===== config.mk =====
export PLATFORM = sky130hd
export DESIGN_NAME = wb_trace_recorder
export DESIGN_NICKNAME = d
export VERILOG_FILES = /design/src/rtl/wb_trace_recorder.sv
export SDC_FILE = /design/constraint.sdc
export NUM_CORES = 1
export LEC_CHECK = 0
export CORE_MARGIN = 2
export CORE_UTILIZATION = 55
export CTS_CLUSTER_DIAMETER = 60
export DETAILED_ROUTE_END_ITERATION = 8
export DONT_BUFFER_PORTS = 1
export PLACE_DENSITY = 0.73
export REMOVE_ABC_BUFFERS = 1
export SETUP_SLACK_MARGIN = 0.05
export SLEW_MARGIN = 25
export SYNTH_ARGS = -nofsm -noshare
export SYNTH_HDL_FRONTEND = slang
export SYNTH_SLANG_ARGS = --single-unit
export TNS_END_PERCENT = 1

===== constraint.sdc =====
create_clock -name mips_cpu_clk -period 7.8 [get_ports mips_cpu_clk]
set_input_delay 1.56 -clock mips_cpu_clk [delete_from_list [all_inputs] [get_ports mips_cpu_clk]]
set_output_delay 1.56 -clock mips_cpu_clk [all_outputs]
set_load 0.01 [all_outputs]

===== src/rtl/wb_trace_recorder.sv =====
// Writeback trace recorder: FWFT FIFO of (pc, waddr, wdata), 1-cycle capture-to-valid, drops and flags on full unless popped the same cycle.
// Optional WB_TRACE_DROP_CNT_EN adds a saturating 16-bit dropped-record counter port trace_drop_cnt.
module wb_trace_recorder #(
    parameter int          FIFO_DEPTH = 16,
    parameter int          ADDR_W     = 4,
    parameter logic [31:0] END_ADDR   = 32'd12
) (
    input  logic        mips_cpu_clk,
    input  logic        mips_cpu_reset,
    input  logic        rf_wen,
    input  logic [4:0]  rf_waddr,
    input  logic [31:0] rf_wdata,
    input  logic [31:0] wb_pc,
    input  logic        mem_write,
    input  logic [31:0] mem_address,
    input  logic [31:0] mem_wdata,
    output logic        trace_valid,
    input  logic        trace_ready,
    output logic [31:0] trace_pc,
    output logic [4:0]  trace_wnum,
    output logic [31:0] trace_wdata,
    output logic        trace_overflow,
`ifdef WB_TRACE_DROP_CNT_EN
    output logic [15:0] trace_drop_cnt,
`endif
    output logic        trace_done
);

    typedef enum logic [1:0] {RUN, DRAIN, DONE} state_t;

    typedef struct packed {
        logic [31:0] pc;
        logic [4:0]  wnum;
        logic [31:0] wdata;
    } rec_t;

    localparam logic [ADDR_W:0] DEPTH_C = (ADDR_W + 1)'(FIFO_DEPTH);

    state_t            state, state_nxt;
    rec_t              mem [FIFO_DEPTH];
    rec_t              rec_in;
    rec_t              head;
    logic [ADDR_W-1:0] rd_ptr, wr_ptr, rd_next;
    logic [ADDR_W:0]   count, after_pop;
    logic              full, capture, end_evt, pop, push, drop;

    assign rec_in    = '{pc: wb_pc, wnum: rf_waddr, wdata: rf_wdata};
    assign full      = (count == DEPTH_C);
    assign capture   = (state == RUN) && rf_wen && (rf_waddr != 5'd0);
    assign end_evt   = (state == RUN) && mem_write && (mem_wdata == 32'd0) && (mem_address == END_ADDR);
    assign pop       = trace_valid && trace_ready;
    assign push      = capture && (!full || pop);
    assign drop      = capture && full && !pop;
    assign after_pop = count - (ADDR_W + 1)'(pop);
    assign rd_next   = rd_ptr + ADDR_W'(pop);

    assign trace_valid = (count != '0);
    assign trace_pc    = head.pc;
    assign trace_wnum  = head.wnum;
    assign trace_wdata = head.wdata;
    assign trace_done  = (state == DONE);

    always_comb begin
        state_nxt = state;
        case (state)
            RUN:     if (end_evt) state_nxt = DRAIN;
            DRAIN:   if (count == '0) state_nxt = DONE;
            DONE:    state_nxt = DONE;
            default: state_nxt = RUN;
        endcase
    end

    always_ff @(posedge mips_cpu_clk) begin
        if (push) mem[wr_ptr] <= rec_in;
    end

    // The output register always holds the entry that will be head after this edge:
    // the next stored entry if one survives the pop, otherwise the record being pushed.
    always_ff @(posedge mips_cpu_clk) begin
        if (mips_cpu_reset) begin
            state  <= RUN;
            rd_ptr <= '0;
            wr_ptr <= '0;
            count  <= '0;
            head   <= '0;
        end else begin
            state <= state_nxt;
            count <= count + (ADDR_W + 1)'(push) - (ADDR_W + 1)'(pop);
            if (push) wr_ptr <= wr_ptr + 1'b1;
            if (pop)  rd_ptr <= rd_next;
            if (after_pop != '0)
                head <= mem[rd_next];
            else if (push)
                head <= rec_in;
        end
    end

`ifdef WB_TRACE_DROP_CNT_EN
    always_ff @(posedge mips_cpu_clk) begin
        if (mips_cpu_reset)
            trace_drop_cnt <= '0;
        else if (drop && (trace_drop_cnt != 16'hFFFF))
            trace_drop_cnt <= trace_drop_cnt + 16'd1;
    end

    assign trace_overflow = (trace_drop_cnt != 16'd0);
`else
    always_ff @(posedge mips_cpu_clk) begin
        if (mips_cpu_reset)
            trace_overflow <= 1'b0;
        else if (drop)
            trace_overflow <= 1'b1;
    end
`endif

endmodule


==> reports/metrics.yaml, run 1 <==
seq_area_um2: 34900
powerDensity_nw_per_um2: 337
status: "finished, final reports clean"
ir_worst_vdd_uv: 480
reg2reg_from: "count[2]"
setup_tns_ns: 0
synthMuxAreaShare_pct: 17.0
criticalPathCategory: "flip-flop to flip-flop"
synth.cell_area_um2: 45800
slew_headroom_pct: 27.6
synth_flop_cell: "edfxtp_1"
synth_edf_count: 1104
io_pins: 210
syn_area_per_cell_um2: 22.0
nets: 2278
async_flop_share_pct: 0
maxCapViolCount: 0
min_period_over_period_pct: 63.6
worst_ep_arrival_time_ns: 5.47
critPathMaxFanout: 61
holdPathEnd: "state[1]"
postCtsSetupBuffers: 0
min_period_ns: 4.96
routed_via_density: 6.62
ctsRootBufferMaster: "clkbuf_16"
synth_top_family_by_area: "multiplexers"
postRouteAntennaNets: 0
first_global_vias: 22900
crit_family: "adder cells"
rsz0062_at_grt: "false"
grt-ovfl-total: 0
cp_slowest_stage_delay_ns: 0.90
setup_ws_ns: 2.84
finalMaxSlewViolations: 0
clk_path_buf_depth: 3
dp_slack_ns: 2.76
yosys.area_share.adder_pct: 0.590
first_iter_violations: 2539
r2r_slack_ns: 2.84
critPathBufInv: 2
synth-xor-area-share_pct: 0.281
post_drt_wl_per_cell_um: 31.6
holdCritStartpoint: "state[1]"
holdPathStages: 2
die_w_um: 293
grt_pass1_wl_mm: 154
worst_pin_slew_ns: 1.09
ys_warn_count: 0
yosysSeqAreaShare_pct: 76.1
cts_resized: 0
finalSetupViolCount: 0
wirelength_mm: 104
fillCellCount: 5367
cts_tree: "built"
grt_max_degree: 88
p_leak_nw: 15.7
r2r_cells: 11
hold_ws_ns: 0.508
track_usage_pct: 24.8
multi_input_comb_area_um2: 10400
required_ns: 8.31
synth_compound_area_share_pct: 2.26
clock_latency_ns: 0.69
drive_above_1_share_pct: 26.6
hold_viol_final: 0
vias: 21800
synthSimpleGateAreaFrac_pct: 2.10
synthCells: 2082
ys_ff_latch: 1189
r2r-end: "trace_pc[9]"
clock.fmax_mhz: 202
area_delta_synth_final_pct: 11.4
clk_pin_slew_ns: 0.06
start_kind: "flip-flop"
crit_slowest_cell: "ha_4"
post-route-drc-count: 0
cts_hold_buffers: 0
cts_sinks: 1189
die_y_um: 293
firstDrtPassIters: 5
hold_class: "flip-flop to flip-flop"
cp_cell_sequence: "inv_1 -> ha_1 -> or4b_1 -> and2_1 -> ha_4 -> ha_4 -> buf_4 -> mux4_2 -> mux4_2 -> a21oi_1 -> a311oi_1"
portBuffers: 0
synth.distinct_cells: 42
htreeDepth: 3
hpwl_mm: 52.0
gp_congestion: 0.737
die-area_um2: 85600
num_rows: 105
start_util_pct: 55.7
critPathCaptureType: "flip-flop"
antenna_found_initial: 2
coreArea_um2: 82200
finClkSkew_ns: 0.0427
cts_buffers: 114
[power by group]
part	total, W	switching (W)	internal, W
clock	0.00540	0.00234	0.00305
combinational	0.00414	0.00208	0.00206
sequential	0.00766	0.000360	0.00730
total	0.0172	0.00479	0.0124
[how the worst max path moves through the flow]
stage | startpoint | to | slack [ns] | depth (start not counted)
3_3_place_gp | trace_ready | trace_wdata[14] | 2.60 | 8
5_1_grt | count[2] | trace_pc[9] | 2.67 | 11
3_5_place_dp | rf_waddr[3] | count[4] | 2.76 | 15
2_1_floorplan | trace_ready | trace_pc[0] | -5.79 | 6
4_1_cts | count[2] | trace_pc[9] | 2.84 | 11
6_report | count[2] | trace_pc[9] | 2.84 | 11
[synthesized netlist by cell type (all sizes together) (6+ instances only)]
master     n  area share (%)
nand2b     7           0.096
buf       71             1.1
clkbuf    55            0.46
nor2      31            0.25
a21oi     73            0.80
inv       12           0.098
xnor2      9            0.19
edfxtp  1104              72
nand2    145             1.2
nor4      12            0.16
nor3       6           0.066
ha        20            0.55
mux4     345              17
a311oi    69             1.3
dfxtp     85             3.7
[cells in the final DEF, fill, tap and decap left out, types with 24 or more instances in the layout]
master and instances:
edfxtp_1 1104, mux4_2 345, nand2_1 145, clkbuf_16 115, dfxtp_1 85, a21oi_1 73
a311oi_1 69, clkbuf_1 31, clkinv_2 24
[cells by family after synthesis]
family | after synthesis
simple gates | 223
buf+inv | 138
mux | 349
flops | 1189
fa+ha+maj | 21
xor+xnor | 13
compound gates | 149
[stage by stage]
stage	instances	area (um^2)	power (W)	util [%]
final	3291	51000	0.0172	62.1
after global routing	3291	51000	0.0178	62.1
after CTS	3288	51000	0.0173	62.0
after detailed placement	3071	47300	0.0120	57.5
after floorplan	1956	45100	0.0105	-
after global placement	3065	47100	0.0119	57.3
[registers in the layout (all words and copies together), names as in the netlist]
register        count
mem              1104
trace_pc           32
trace_wdata        32
count               5
trace_wnum          5
rd_ptr              4
wr_ptr              4
state               2
trace_overflow      1
[area by class of cell]
| type | count | area share [%] |
|---|---|---|
| multi-input combinational | 755 | 20.4 |
| clock buffer | 159 | 6.22 |
| timing repair buffer | 47 | 1.38 |
| tap | 1070 | 2.62 |
| clock inverter | 58 | 1.05 |
| inverter | 12 | 0.0931 |
| sequential | 1189 | 68.3 |
| antenna | 1 | 0.00490 |
[tightest hold or removal path, stage by stage, from the launching register on]
cell,delay (ns)
dfxtp_1,0.32
nand2b_1,0.07
mux2i_1,0.06
[metal layers]
layer	up-vias	GRT usage, %	wire length (um)	share of wire (%)
met5	-	0	13	0.013
li1	8849	-	-	-
met1	11600	34.4	40200	39
met3	149	6.06	10400	10
met2	1139	40.1	51300	49
met4	2	6.23	1980	1.9
Note: power is estimated with default switching activity, not from simulation.
==> run 2, diff against run 1 <==
--- a/config.mk
+++ b/config.mk
@@ -10,7 +10,7 @@
 export CTS_CLUSTER_DIAMETER = 60
 export DETAILED_ROUTE_END_ITERATION = 8
 export DONT_BUFFER_PORTS = 1
-export PLACE_DENSITY = 0.73
+export PLACE_DENSITY = 0.7
 export REMOVE_ABC_BUFFERS = 1
 export SETUP_SLACK_MARGIN = 0.05
 export SLEW_MARGIN = 25
==> constraint.sdc (replaced) <==
create_clock -name mips_cpu_clk -period 4.72 [get_ports mips_cpu_clk]
set_input_delay 0.944 -clock mips_cpu_clk [delete_from_list [all_inputs] [get_ports mips_cpu_clk]]
set_output_delay 0.944 -clock mips_cpu_clk [all_outputs]
set_load 0.01 [all_outputs]
==> reports/metrics.yaml, run 2 (synthesized netlist as in run 1, its figures left out) <==
status: "finished, final reports clean"
postRouteAntennaNets: 0
criticalPathCategory: "flip-flop to flip-flop"
coreArea_um2: 82200
crit_family: "multiplexers"
num_rows: 105
clock.fmax_mhz: 237
required_ns: 5.27
track_usage_pct: 25.4
cts_tree: "built"
cp_cell_sequence: "inv_1 -> ha_1 -> or4b_1 -> and2_1 -> ha_4 -> buf_12 -> buf_12 -> mux4_2 -> mux4_2 -> a21oi_1 -> a311oi_1"
grt_max_degree: 88
first_iter_violations: 2764
nets: 2310
cts_hold_buffers: 0
worst_ep_arrival_time_ns: 4.77
rsz0062_at_grt: "false"
finalMaxSlewViolations: 0
die_w_um: 293
setup_tns_ns: 0
clock_latency_ns: 0.67
first_global_vias: 22800
routed_via_density: 6.65
ctsRootBufferMaster: "clkbuf_16"
portBuffers: 0
largest_reg_flops: 1104
layout_commonest_cell: "edfxtp_1"
min_period_over_period_pct: 89.5
start_kind: "flip-flop"
slew_headroom_pct: 28.5
grt_pass1_wl_mm: 156
fin_util_pct: 62.6
largest_register: "mem"
gp_congestion: 0.744
wirelength_mm: 107
htreeDepth: 3
clk_path_buf_depth: 3
die-area_um2: 85600
area_delta_synth_final_pct: 12.3
die_y_um: 293
p_leak_nw: 16.0
critPathMaxFanout: 31
powerDensity_nw_per_um2: 556
hpwl_mm: 53.8
critPathBufInv: 3
ir_worst_vdd_uv: 750
hold_class: "primary input to flip-flop"
postCtsSetupBuffers: 0
finalSetupViolCount: 0
hold_viol_final: 0
antenna_found_initial: 3
post_drt_wl_per_cell_um: 32.2
finClkSkew_ns: 0.0279
min_period_ns: 4.23
final_cell_mix: "edfxtp_1, mux4_2, nand2_1, clkbuf_16, dfxtp_1"
io_pins: 210
hold_ws_ns: 0.356
post-route-drc-count: 0
cp_slowest_stage_delay_ns: 0.57
drive_above_1_share_pct: 27.3
cts_buffers: 113
grt-ovfl-total: 0
crit_slowest_cell: "or4b_1"
cts_sinks: 1189
start_util_pct: 55.7
cts_resized: 0
clk_pin_slew_ns: 0.06
vias: 22100
worst_pin_slew_ns: 1.07
maxCapViolCount: 0
critPathCaptureType: "flip-flop"
firstDrtPassIters: 7
## run 2: where the power goes
part           internal [W]  switching, W
combinational       0.00363       0.00346
sequential           0.0121      0.000585
clock               0.00514       0.00372
## run 2: per-stage QoR
stage | instance area, um^2 | setup WS [ns] | std cells | total power (W)
floorplan | 45100 | -8.55 | 1956 | 0.0161
global placement | 47700 | 0.618 | 3105 | 0.0199
detailed placement | 47800 | 0.468 | 3106 | 0.0200
CTS | 51400 | 0.465 | 3319 | 0.0289
global route | 51400 | 0.312 | 3321 | 0.0297
finish | 51400 | 0.494 | 3322 | 0.0286
## run 2: metal layers
layer / track usage [%] / vias to the layer above / part of all wire (%)
met5: 0 / - / 0
met4: 6.94 / 0 / 2.4
met3: 6.40 / 201 / 11
met2: 41.1 / 1234 / 49
met1: 35.0 / 11700 / 38
li1: - / 8934 / -
## run 2: layout make-up
class	count	area, um^2
antenna	3	7.51
clock buffer	165	3290
clock inverter	48	393
fill	5348	30800
inverter	12	46.3
multi-input combinational	755	10400
sequential	1189	34900
tap	1070	1340
timing repair buffer	80	1130
## run 2: path summary, 6_finish.rpt
path             startpoint        endpoint  slack, ns  depth (start not counted)
max                count[2]     trace_pc[3]       0.49                         11
min          mips_cpu_reset  trace_wdata[8]       0.36                          1
min reg2reg        state[1]        state[1]       0.50                          2
max reg2reg        count[2]     trace_pc[3]       0.49                         11
==> run 3, diff against run 2 <==
--- a/config.mk
+++ b/config.mk
@@ -7,6 +7,7 @@
 export LEC_CHECK = 0
 export CORE_MARGIN = 2
 export CORE_UTILIZATION = 55
+export CTS_BUF_LIST = sky130_fd_sc_hd__clkbuf_16
 export CTS_CLUSTER_DIAMETER = 60
 export DETAILED_ROUTE_END_ITERATION = 8
 export DONT_BUFFER_PORTS = 1
==> constraint.sdc (replaced) <==
create_clock -name mips_cpu_clk -period 5.15 [get_ports mips_cpu_clk]
set_input_delay 1.03 -clock mips_cpu_clk [delete_from_list [all_inputs] [get_ports mips_cpu_clk]]
set_output_delay 1.03 -clock mips_cpu_clk [all_outputs]
set_load 0.01 [all_outputs]
==> reports/metrics.yaml, run 3 (synthesized netlist as in run 1, its figures left out) <==
io_pins: 210
cts_sinks: 1189
startpoint: "count[2]"
cp_cell_sequence: "inv_1 -> ha_1 -> or4b_1 -> and2_1 -> ha_4 -> ha_4 -> buf_12 -> mux4_2 -> mux4_2 -> a21oi_1 -> a311oi_1"
die-area_um2: 85600
nets: 2295
num_rows: 105
dp_slack_ns: 0.906
area_delta_synth_final_pct: 11.6
finalMaxSlewViolations: 0
crit_slowest_cell: "ha_4"
total_power_w: 0.0262
routed_via_density: 6.61
firstDrtPassIters: 5
antenna_found_initial: 1
layout_commonest_cell: "edfxtp_1"
die_y_um: 293
cts_hold_buffers: 0
grt_pass1_wl_mm: 156
grt-ovfl-total: 0
postCtsSetupBuffers: 0
coreArea_um2: 82200
htreeDepth: 3
finalNonFillerCells: 3306
post_drt_wl_per_cell_um: 32.3
clock_latency_ns: 0.68
dp_cells: 3092
cts_resized: 0
portBuffers: 0
slew_headroom_pct: 33.7
hpwl_mm: 52.6
crit_family: "adder cells"
critPathMaxFanout: 52
first_global_vias: 22800
largest_reg_flops: 1104
worst_pin_slew_ns: 0.994
hold_viol_final: 0
setup_ws_ns: 0.909
rsz0062_at_grt: "false"
clock.fmax_mhz: 236
clk_path_buf_depth: 3
start_kind: "flip-flop"
postRouteAntennaNets: 0
finalSetupViolCount: 0
clk_pin_slew_ns: 0.06
gp_congestion: 0.750
setup_tns_ns: 0
wirelength_mm: 107
holdCritStartpoint: "mips_cpu_reset"
reg2reg_from: "count[2]"
track_usage_pct: 25.4
cts_tree: "built"
min_period_over_period_pct: 82.3
largest_register: "mem"
grt_max_degree: 88
first_iter_violations: 2611
final_cell_mix: "edfxtp_1, mux4_2, nand2_1, clkbuf_16, dfxtp_1"
maxCapViolCount: 0
hold_ws_ns: 0.424
worst_ep_arrival_time_ns: 4.76
die_w_um: 293
hold_class: "primary input to flip-flop"
min_period_ns: 4.24
start_util_pct: 55.7
finClkSkew_ns: 0.0180
ir_worst_vdd_uv: 655
required_ns: 5.67
powerDensity_nw_per_um2: 512
criticalPathCategory: "flip-flop to flip-flop"
cp_slowest_stage_delay_ns: 0.66
p_leak_nw: 15.9
vias: 21900
critPathCaptureType: "flip-flop"
critPathBufInv: 2
post-route-drc-count: 0
drive_above_1_share_pct: 26.8
status: "finished, final reports clean"
ctsRootBufferMaster: "clkbuf_16"
cts_buffers: 112
[run 3: changes by cell type in the layout (fill, tap and decap cells not counted), sizes merged]
cell	delta
clkbuf	-52
inv	+28
buf	-14
clkinv	+13
bufinv	+9
clkinvlp	+2
diode	-2
[run 3: area by class of cell]
type | count | area [um^2]
diodes | 1 | 2.50
well taps | 1070 | 1340
repair buffers | 66 | 771
fillers | 5380 | 31100
multi-input cells | 755 | 10400
flip-flops and latches | 1189 | 34900
inverters | 12 | 46.3
clock inverters | 100 | 887
clock buffers | 113 | 2830
[run 3: metal layers]
layer | wire [um] | global-route usage (%) | up-vias
met4 | 2070 | 6.30 | 0
met2 | 53400 | 42.0 | 1192
met1 | 39800 | 34.4 | 11600
met3 | 11400 | 6.26 | 152
li1 | - | - | 8898
met5 | 0 | 0 | -
[run 3: worst register-to-register path, delay by kind of cell, from the launching register on]
kind | cells | cell delay [ns]
compound gates | 2 | 0.24
fa+ha+maj | 3 | 1.13
buf+inv | 2 | 0.54
flops | 1 | 0.36
mux | 2 | 0.92
simple gates | 2 | 0.90
[run 3: worst paths after layout]
check        slack, ns  cells past startpoint        endpoint
max               0.91                     11    trace_pc[23]
min               0.42                      1  trace_wdata[8]
max reg2reg       0.91                     11    trace_pc[23]
min reg2reg       0.52                      2        state[0]
[run 3: through the flow]
stage                     area, um^2  util (%)
after floorplan                45100         -
after global placement         47400      57.6
after detailed placement       47400      57.6
after CTS                      51100      62.1
after global routing           51100      62.2
final                          51100      62.2
[run 3: report_power, final]
group / total [W] / switching (W) / internal (W)
Clock: 0.00827 / 0.00352 / 0.00475
Sequential: 0.0116 / 0.000524 / 0.0111
Combinational: 0.00632 / 0.00312 / 0.00320
